--- config.mk ---
export PLATFORM = sky130hd
export DESIGN_NAME = uart_boot_loader
export DESIGN_NICKNAME = d
export VERILOG_FILES = /design/src/rtl/uart_boot_loader.sv
export SDC_FILE = /design/constraint.sdc
export NUM_CORES = 1
export LEC_CHECK = 0
export CAP_MARGIN = 30
export CELL_PAD_IN_SITES_DETAIL_PLACEMENT = 1
export CELL_PAD_IN_SITES_GLOBAL_PLACEMENT = 2
export CORE_UTILIZATION = 34
export CTS_BUF_LIST = sky130_fd_sc_hd__clkbuf_8 sky130_fd_sc_hd__clkbuf_16
export CTS_CLUSTER_DIAMETER = 150
export CTS_CLUSTER_SIZE = 20
export DETAILED_ROUTE_END_ITERATION = 8
export PLACE_DENSITY = 0.82
export SYNTH_ARGS = -nofsm -noshare
export SYNTH_HDL_FRONTEND = slang
export SYNTH_SLANG_ARGS = --single-unit
--- constraint.sdc ---
create_clock -name clk -period 2.55 [get_ports clk]
set_input_delay 0.51 -clock clk [delete_from_list [all_inputs] [get_ports clk]]
set_output_delay 0.51 -clock clk [all_outputs]
set_load 0.02 [all_outputs]
--- src/rtl/uart_boot_loader.sv ---
// uart_boot_loader: assembles a framed firmware image from UART bytes into RAM words, then releases the CPU.
module uart_boot_loader #(
   parameter int         ADDR_WIDTH     = 14,
   parameter int         MAX_WORDS      = 16384,
   parameter int         TIMEOUT_CYCLES = 480000,
   parameter logic [7:0] SYNC_BYTE      = 8'hA5,
   parameter logic [7:0] ACK_BYTE       = 8'h06,
   parameter logic [7:0] NAK_BYTE       = 8'h15
) (
   input  logic                  clk,
   input  logic                  reset,
   input  logic                  rx_valid_i,
   input  logic [7:0]            rx_data_i,
   output logic [7:0]            tx_data_o,
   output logic                  tx_valid_o,
   input  logic                  tx_ready_i,
   output logic                  ram_we_o,
   output logic [ADDR_WIDTH-1:0] ram_addr_o,
   output logic [31:0]           ram_wdata_o,
   output logic [3:0]            ram_wmask_o,
   output logic                  cpu_reset_n_o,
   output logic                  boot_done_o,
   output logic                  boot_error_o,
   output logic                  busy_o
);
   localparam logic [2:0] IDLE = 3'd0, LEN_LO = 3'd1, LEN_HI = 3'd2, DATA = 3'd3,
                          CSUM = 3'd4, ACK = 3'd5, NAK = 3'd6, DONE = 3'd7;
   localparam int TW = $clog2(TIMEOUT_CYCLES + 1);
   localparam logic [16:0] MAXW = 17'(MAX_WORDS);
   logic [2:0]            state_q, state_d;
   logic [15:0]           len_q;
   logic [7:0]            csum_q;
   logic [1:0]            bidx_q;
   logic [ADDR_WIDTH-1:0] widx_q, ram_addr_q;
   logic [31:0]           word_q, ram_wdata_q;
   logic [TW-1:0]         tmo_q;
   logic                  ram_we_q, boot_error_q;
   logic                  counting, timeout, acc, sync, in_data, wr, last_word;
   logic [15:0]           n_rx;
   logic [31:0]           word_d;
   assign counting  = state_q == LEN_LO || state_q == LEN_HI || state_q == DATA || state_q == CSUM;
   assign timeout   = counting && tmo_q == TW'(TIMEOUT_CYCLES - 1);
   assign acc       = rx_valid_i && !timeout;
   assign sync      = state_q == IDLE && rx_valid_i && rx_data_i == SYNC_BYTE;
   assign in_data   = state_q == DATA && acc;
   assign wr        = in_data && bidx_q == 2'd3;
   assign last_word = 32'(widx_q) == 32'(len_q) - 32'd1;
   assign n_rx      = {rx_data_i, len_q[7:0]};
   // Bytes arrive LSB first, so shifting right leaves byte 0 in bits [7:0] after four bytes.
   assign word_d    = {rx_data_i, word_q[31:8]};
   always_comb begin
      state_d = state_q;
      case (state_q)
         IDLE:    state_d = sync ? LEN_LO : IDLE;
         LEN_LO:  state_d = rx_valid_i ? LEN_HI : LEN_LO;
         LEN_HI:  state_d = !rx_valid_i ? LEN_HI : {1'b0, n_rx} > MAXW ? NAK : n_rx == 16'd0 ? CSUM : DATA;
         DATA:    state_d = wr && last_word ? CSUM : DATA;
         CSUM:    state_d = !rx_valid_i ? CSUM : rx_data_i == csum_q ? ACK : NAK;
         ACK:     state_d = tx_ready_i ? DONE : ACK;
         NAK:     state_d = tx_ready_i ? IDLE : NAK;
         default: state_d = DONE;
      endcase
      if (timeout) state_d = NAK;
   end
   always_ff @(posedge clk) begin
      if (reset) begin
         state_q      <= IDLE;
         len_q        <= '0;
         csum_q       <= '0;
         bidx_q       <= '0;
         widx_q       <= '0;
         word_q       <= '0;
         tmo_q        <= '0;
         ram_we_q     <= 1'b0;
         ram_addr_q   <= '0;
         ram_wdata_q  <= '0;
         boot_error_q <= 1'b0;
      end else begin
         state_q      <= state_d;
         len_q[7:0]   <= state_q == LEN_LO && acc ? rx_data_i : len_q[7:0];
         len_q[15:8]  <= state_q == LEN_HI && acc ? rx_data_i : len_q[15:8];
         csum_q       <= sync ? 8'd0 : in_data ? csum_q + rx_data_i : csum_q;
         bidx_q       <= sync ? 2'd0 : in_data ? bidx_q + 2'd1 : bidx_q;
         widx_q       <= sync ? '0 : wr ? widx_q + ADDR_WIDTH'(1) : widx_q;
         word_q       <= in_data ? word_d : word_q;
         tmo_q        <= rx_valid_i || !counting ? '0 : tmo_q + TW'(1);
         ram_we_q     <= wr;
         ram_addr_q   <= wr ? widx_q : ram_addr_q;
         ram_wdata_q  <= wr ? word_d : ram_wdata_q;
         boot_error_q <= sync ? 1'b0 : state_d == NAK ? 1'b1 : boot_error_q;
      end
   end
   assign tx_valid_o    = state_q == ACK || state_q == NAK;
   assign tx_data_o     = state_q == ACK ? ACK_BYTE : state_q == NAK ? NAK_BYTE : 8'h00;
   assign ram_we_o      = ram_we_q;
   assign ram_addr_o    = ram_addr_q;
   assign ram_wdata_o   = ram_wdata_q;
   assign ram_wmask_o   = ram_we_q ? 4'hF : 4'h0;
   assign cpu_reset_n_o = state_q == DONE;
   assign boot_done_o   = state_q == DONE;
   assign boot_error_o  = boot_error_q;
   assign busy_o        = state_q != IDLE && state_q != DONE;
endmodule

Word level (Yosys, flattened, before mapping)
Index checks and enable logic that the tools add are counted.

storage, ports and cells
  bits in registers = 142
  output and inout port bits = 64

cells by class
  add/sub/neg operators = 5
  $lt $le $gt $ge = 1
  equal/unequal tests = 14
  muxes and demuxes = 15
  reduce and logical (&&, ||, !) cells = 22

operator list
  cell                                                                                number
  14-bit by 32-bit equality test with 1-bit output                                    1
  3-bit one-hot mux with 7 select lines                                               1
  19-bit by 1-bit adder with 19-bit output (second input constant)                    1
  19-bit equality test (second input constant)                                        1
  3-bit 2-to-1 mux                                                                    6
  16-bit by 1-bit subtractor with 17-bit output (second input constant)               1
  16-bit by 15-bit greater-than comparator with 1-bit output (second input constant)  1
  16-bit logical NOT                                                                  1
  3-bit equality test (second input constant)                                         5
  14-bit by 1-bit adder with 14-bit output (second input constant)                    1
  1-bit logical AND                                                                   10
  5-bit 2-to-1 mux                                                                    2
  8-bit adder                                                                         1
  8-bit equality test                                                                 1
  8-bit equality test (second input constant)                                         1
  2-bit 2-to-1 mux                                                                    4
  3-bit by 2-bit equality test with 1-bit output (second input constant)              2
  1-bit logical OR                                                                    5
  4-bit 2-to-1 mux                                                                    1
  2-bit OR reduction                                                                  2
  3-bit by 1-bit equality test with 1-bit output (second input constant)              1
  3-bit logical NOT                                                                   1
  3-bit inequality test (second input constant)                                       1
  3-bit nonzero test                                                                  1
  4 further kinds                                                                     5

Logic depth before layout (Yosys ltp)
  word-level depth = 14
  mapped depth = 10

Worst setup path after synthesis
No wires, ideal clock.

  path kind = reg-to-reg
  from = register len_q[0]
  to = register state_q[0]
  setup time = 0.114 ns
  arrival = 2.198 ns
  required time = 2.436 ns
  setup slack = 0.238 ns
  cell stages (with the launch flop) = 10
  path buffers = 0
  path through = dfxtp_1 -> inv_1 -> ha_1 -> or4b_4 -> a211o_1 -> a31oi_1 -> nand4_1 -> a2111oi_2 -> nand4_1 -> a21o_1

on the way
  word-level cells in the longest chain between the ends = 6

RTL lines
  what                                                                                  RTL line  source
  start, declared                                                                       31        logic [15:0] len_q;
  start signal, assigned                                                                80        len_q[7:0] <= state_q == LEN_LO && acc ? rx_data_i : len_q[7:0];
  16-bit by 1-bit subtractor with 17-bit output or 16-bit logical NOT (tied branches)   47, 56
  14-bit by 32-bit equality test with 1-bit output or 3-bit 2-to-1 mux (tied branches)  47, 56
  1-bit logical AND or 3-bit 2-to-1 mux (tied branches)                                 57, 56
  3-bit 2-to-1 mux, on equally long branches                                            57, 56
  3-bit one-hot mux with 7 select lines (*)                                             53        case (state_q)
  3-bit 2-to-1 mux (*)                                                                  63        if (timeout) state_d = NAK;
  end signal, assigned                                                                  79        state_q <= state_d;
  end, declared                                                                         30        logic [2:0] state_q, state_d;

Every way passes the cells marked *; elsewhere a longest branch is shown, timed or not.
A chain may end at the register's enable or synchronous reset.

Worst setup path in the final report
  from = register state_q[1]
  to = output port cpu_reset_n_o

on the way
  word-level cells in the longest chain between the ends = 1

RTL lines
  what                 RTL line  source
  3-bit equality test  99        assign cpu_reset_n_o = state_q == DONE;
  end, declared        21        output logic cpu_reset_n_o,

No other way between the ends.

==> impl_table.tex <==
\begin{tabular}{lr}
\hline
Metric & Value \\
\hline
\multicolumn{2}{l}{\textbf{Global routing}} \\
\quad Global-route wire length before repair & around 28,000 um \\
\quad Number of global-route vias before repair & 5,518 \\
\quad Total congestion overflow after global routing & 0 \\
\quad All-layer global routing usage & between 10\% and 20\% \\
\quad Number of antenna violations at the first check in global routing & 0 \\
\quad Pin count of the biggest net entering global routing & 54 \\
\multicolumn{2}{l}{\textbf{Logic synthesis}} \\
\quad Multiplexer fraction of the synthesized cell area & just under 10\% \\
\quad Adder-cell share of the synthesized area & under 10\% \\
\quad Fraction of the mapped netlist area in compound gates & $\sim$9.9\% \\
\quad Yosys top cell by area & dfxtp\_1 \\
\quad Number of flops mapped to enable cells by yosys & 0 \\
\quad Cell types with the highest counts after synthesis & dfxtp\_1 (134), nor2\_1 (119), nand2\_1 (81) \\
\quad Combinational family with the most area after synthesis & simple AND/OR/NAND/NOR gates \\
\quad Share of Yosys cell area claimed by the top area cell type & roughly 44\% \\
\quad Most frequent cell after synthesis & dfxtp\_1 \\
\quad Post-synthesis instance area & approximately 0.0061 mm2 \\
\quad Share of flip-flops with an asynchronous set or reset after synthesis & 0\% \\
\quad Syn Inst Count & roughly 710 \\
\quad Synthesized area per cell & 8.60 um2 \\
\quad Synth Area in Simple Gates & between 20\% and 30\% \\
\quad Distinct cells, synth & 61 \\
\quad Sequential element share of the synthesized area & approximately 44\% \\
\quad Main area contributors after synthesis & dfxtp\_1 (44\%), mux2i\_1 (9.5\%), nor2\_1 (7.3\%) \\
\quad Warnings from Yosys & 0 \\
\quad Synthesized flop and latch total & $\sim$130 \\
\quad Synth Area in XOR/XNOR & under 10\% \\
\quad Leading register cell type out of synthesis & dfxtp\_1 \\
\multicolumn{2}{l}{\textbf{Power}} \\
\quad Largest vdd supply drop & 444 uV \\
\quad Leak Pwr & around 2.9 nW \\
\quad Total power per unit cell area & about 600 mW/mm2 \\
\multicolumn{2}{l}{\textbf{Placed design}} \\
\quad Final weighted congestion of routability-driven global placement & a little over 0.8 \\
\quad Worst-case setup slack after placement & -276 ps \\
\quad Quantity of I/O buffers inserted on ports & 71 \\
\quad Cell total after placement & between 1k and 1.5k \\
\quad Dpl hpwl & roughly 12,000 um \\
\multicolumn{2}{l}{\textbf{Drt}} \\
\quad Number of nets still failing antenna checks after routing & 0 \\
\quad Drt pass-1 iters & 4 \\
\quad Final routed wire length divided by cell count & 16.2 um \\
\quad Iteration-0 DRC count of the detailed router & 205 \\
\quad Per-cell via count in the routed design & a little over 5 \\
\quad Vias after detailed routing & 5,278 \\
\quad Total DRC errors in the routed layout & 0 \\
\quad Final Routed Wirelength & around 17,000 um \\
\multicolumn{2}{l}{\textbf{Critical path}} \\
\quad Required time of the worst setup path & $\sim$2000 ps \\
\quad Type of destination of the critical path & output pin \\
\quad Critical path class & register to output pin \\
\quad Kind of launch point of the worst setup path & register \\
\quad Maximum fanout along the worst path & 11 \\
\quad Arrival time reported for the critical path endpoint & 1920 ps \\
\multicolumn{2}{l}{\textbf{STA}} \\
\quad Setup skew after layout & $\sim$7.3 ps \\
\quad Slew Limit Headroom & between 50\% and 60\% \\
\quad Final-report max-slew violation count & 0 \\
\quad FMAX & around 400 MHz \\
\quad Final hold violations & 0 \\
\quad Minimum setup slack in the final design & about 120 ps \\
\quad Setup total negative slack & 0 ps \\
\quad Unrepaired setup endpoints after global routing & true \\
\quad Share of the cycle needed by the critical path after routing & 95.4\% \\
\quad Final setup violation count & 0 \\
\quad Shortest clock period the worst path allows after layout & about 2400 ps \\
\quad Tightest Pin Transition & about 690 ps \\
\multicolumn{2}{l}{\textbf{Run status}} \\
\quad Result of the run & complete, no violations \\
\multicolumn{2}{l}{\textbf{Min path}} \\
\quad Hold WC Path Type & register to register \\
\multicolumn{2}{l}{\textbf{Clock tree}} \\
\quad CTS sink count & approximately 130 \\
\quad Clock tree from TritonCTS & yes \\
\quad Total CTS buffers & 17 \\
\quad Clock slew seen by the registers of the worst setup and hold paths & 60 ps \\
\quad Clock insertion delay at the later pin of the skew report & 420 ps \\
\quad CTS max path bufs & 2 \\
\quad Maximum level of the CTS H-tree & 4 \\
\quad Cell chosen for the clock root & clkbuf\_16 \\
\multicolumn{2}{l}{\textbf{Job}} \\
\quad Number of max-capacitance violations reported & 0 \\
\multicolumn{2}{l}{\textbf{Floorplanning}} \\
\quad Total I/O pin count & 76 \\
\quad Total die area & 0.0184 mm2 \\
\quad Initial Util & around a third \\
\quad Placement Rows & 48 \\
\quad Die H & about 140 um \\
\quad Die X & roughly 140 um \\
\quad Core region area & roughly 0.017 mm2 \\
\multicolumn{2}{l}{\textbf{Cells and area}} \\
\quad Fill cell count & about 2k \\
\quad Layout net count & 829 \\
\quad Number of standard cells in the layout, taps in and fillers out & about 1.0k \\
\quad \# diodes & 0 \\
\quad Proportion of layout cells with a drive suffix above 1 & between 10\% and 20\% \\
\quad Syn-to-layout area delta & 30.4\% \\
\hline
\end{tabular}
cell type report:
type                            instances  area (um2)  area share, %
Tap cell                              225         282           3.55
Inverter                               11        41.3          0.520
Clock buffer                           17         425           5.36
Timing Repair Buffer                  120        1100           13.9
Multi-Input combinational cell        521        3210           40.4
Clock inverter                         15         191           2.41
Sequential cell                       134        2690           33.9
registers in the layout (all words and copies together), names as in the netlist:
| signal | flops |
|---|---|
| bidx_q | 2 |
| ram_wdata_o | 32 |
| word_q | 24 |
| tmo_q | 19 |
| widx_q | 14 |
| ram_we_o | 1 |
| ram_addr_o | 14 |
| csum_q | 8 |
| boot_error_o | 1 |
| state_q | 3 |
| len_q | 16 |
metal layers:
metal,vias to the layer above,share of wire [%],track usage (%)
met5,-,0,0
met1,2565,46,23.9
met2,92,50,34.7
li1,2609,-,-
met3,12,3.0,3.47
met4,0,0.95,6.37
stage by stage:
step	power, mW	area (um2)	util [%]	hold WS, ps
finish	4.81	7940	45.6	460
floorplan	2.21	6100	-	436
detailed placement	2.28	7250	41.7	455
global route	4.96	7940	45.6	463
CTS	4.87	7880	45.2	456
global placement	2.28	7250	41.7	447
critical path, cell delays in order, from the launching register on:
cell             delay (ps)
dfxtp_2                 460
nand2_1                 180
nor2_2                  220
clkdlybuf4s50_1         640
final timing paths:
path	startpoint	endpoint	slack (ps)	cells past startpoint
setup / recovery	state_q[1]	cpu_reset_n_o	120	3
hold / removal	word_q[11]	word_q[11]	460	2
setup reg to reg	len_q[0]	state_q[0]	160	9
hold reg to reg	word_q[11]	word_q[11]	460	2
cells in the final DEF, fill, tap and decap left out, types with 9 or more instances in the layout:
cell type / instances
o21ai_0: 24
nand4_1: 14
xor2_1: 26
nor2_1: 116
nand2_1: 81
nor3_1: 13
clkbuf_16: 17
nand3_1: 19
dfxtp_1: 131
clkdlybuf4s50_1: 68
and3_1: 12
xnor2_1: 21
buf_4: 47
ha_1: 10
inv_1: 9
mux2i_1: 58
a21oi_1: 49
cells by family after synthesis:
group,after synthesis
adders and majority gates,12
buffers and inverters,56
xor gates and xnor gates,47
other,1
muxes,59
DFF,134
and+or+nand+nor,297
AOI/OAI and AO/OA,102
power by group:
part           total [mW]  switching (mW)  internal, mW  leakage, nW
registers            2.09         0.00126          2.09         1.08
clock network        2.58            1.01          1.57        0.298
logic               0.142          0.0885        0.0534         1.49
total                4.81            1.10          3.71         2.87
what timing repair did:
item / 4_1_cts / 5_1_grt
gates resized for setup: 5 / 15
hold buffers: 0 / 0
pin swaps: 0 / 7
endpoints found under the setup margin: 6 / 12
setup buffers: 0 / 1
Note: power is estimated with default switching activity, not from simulation.
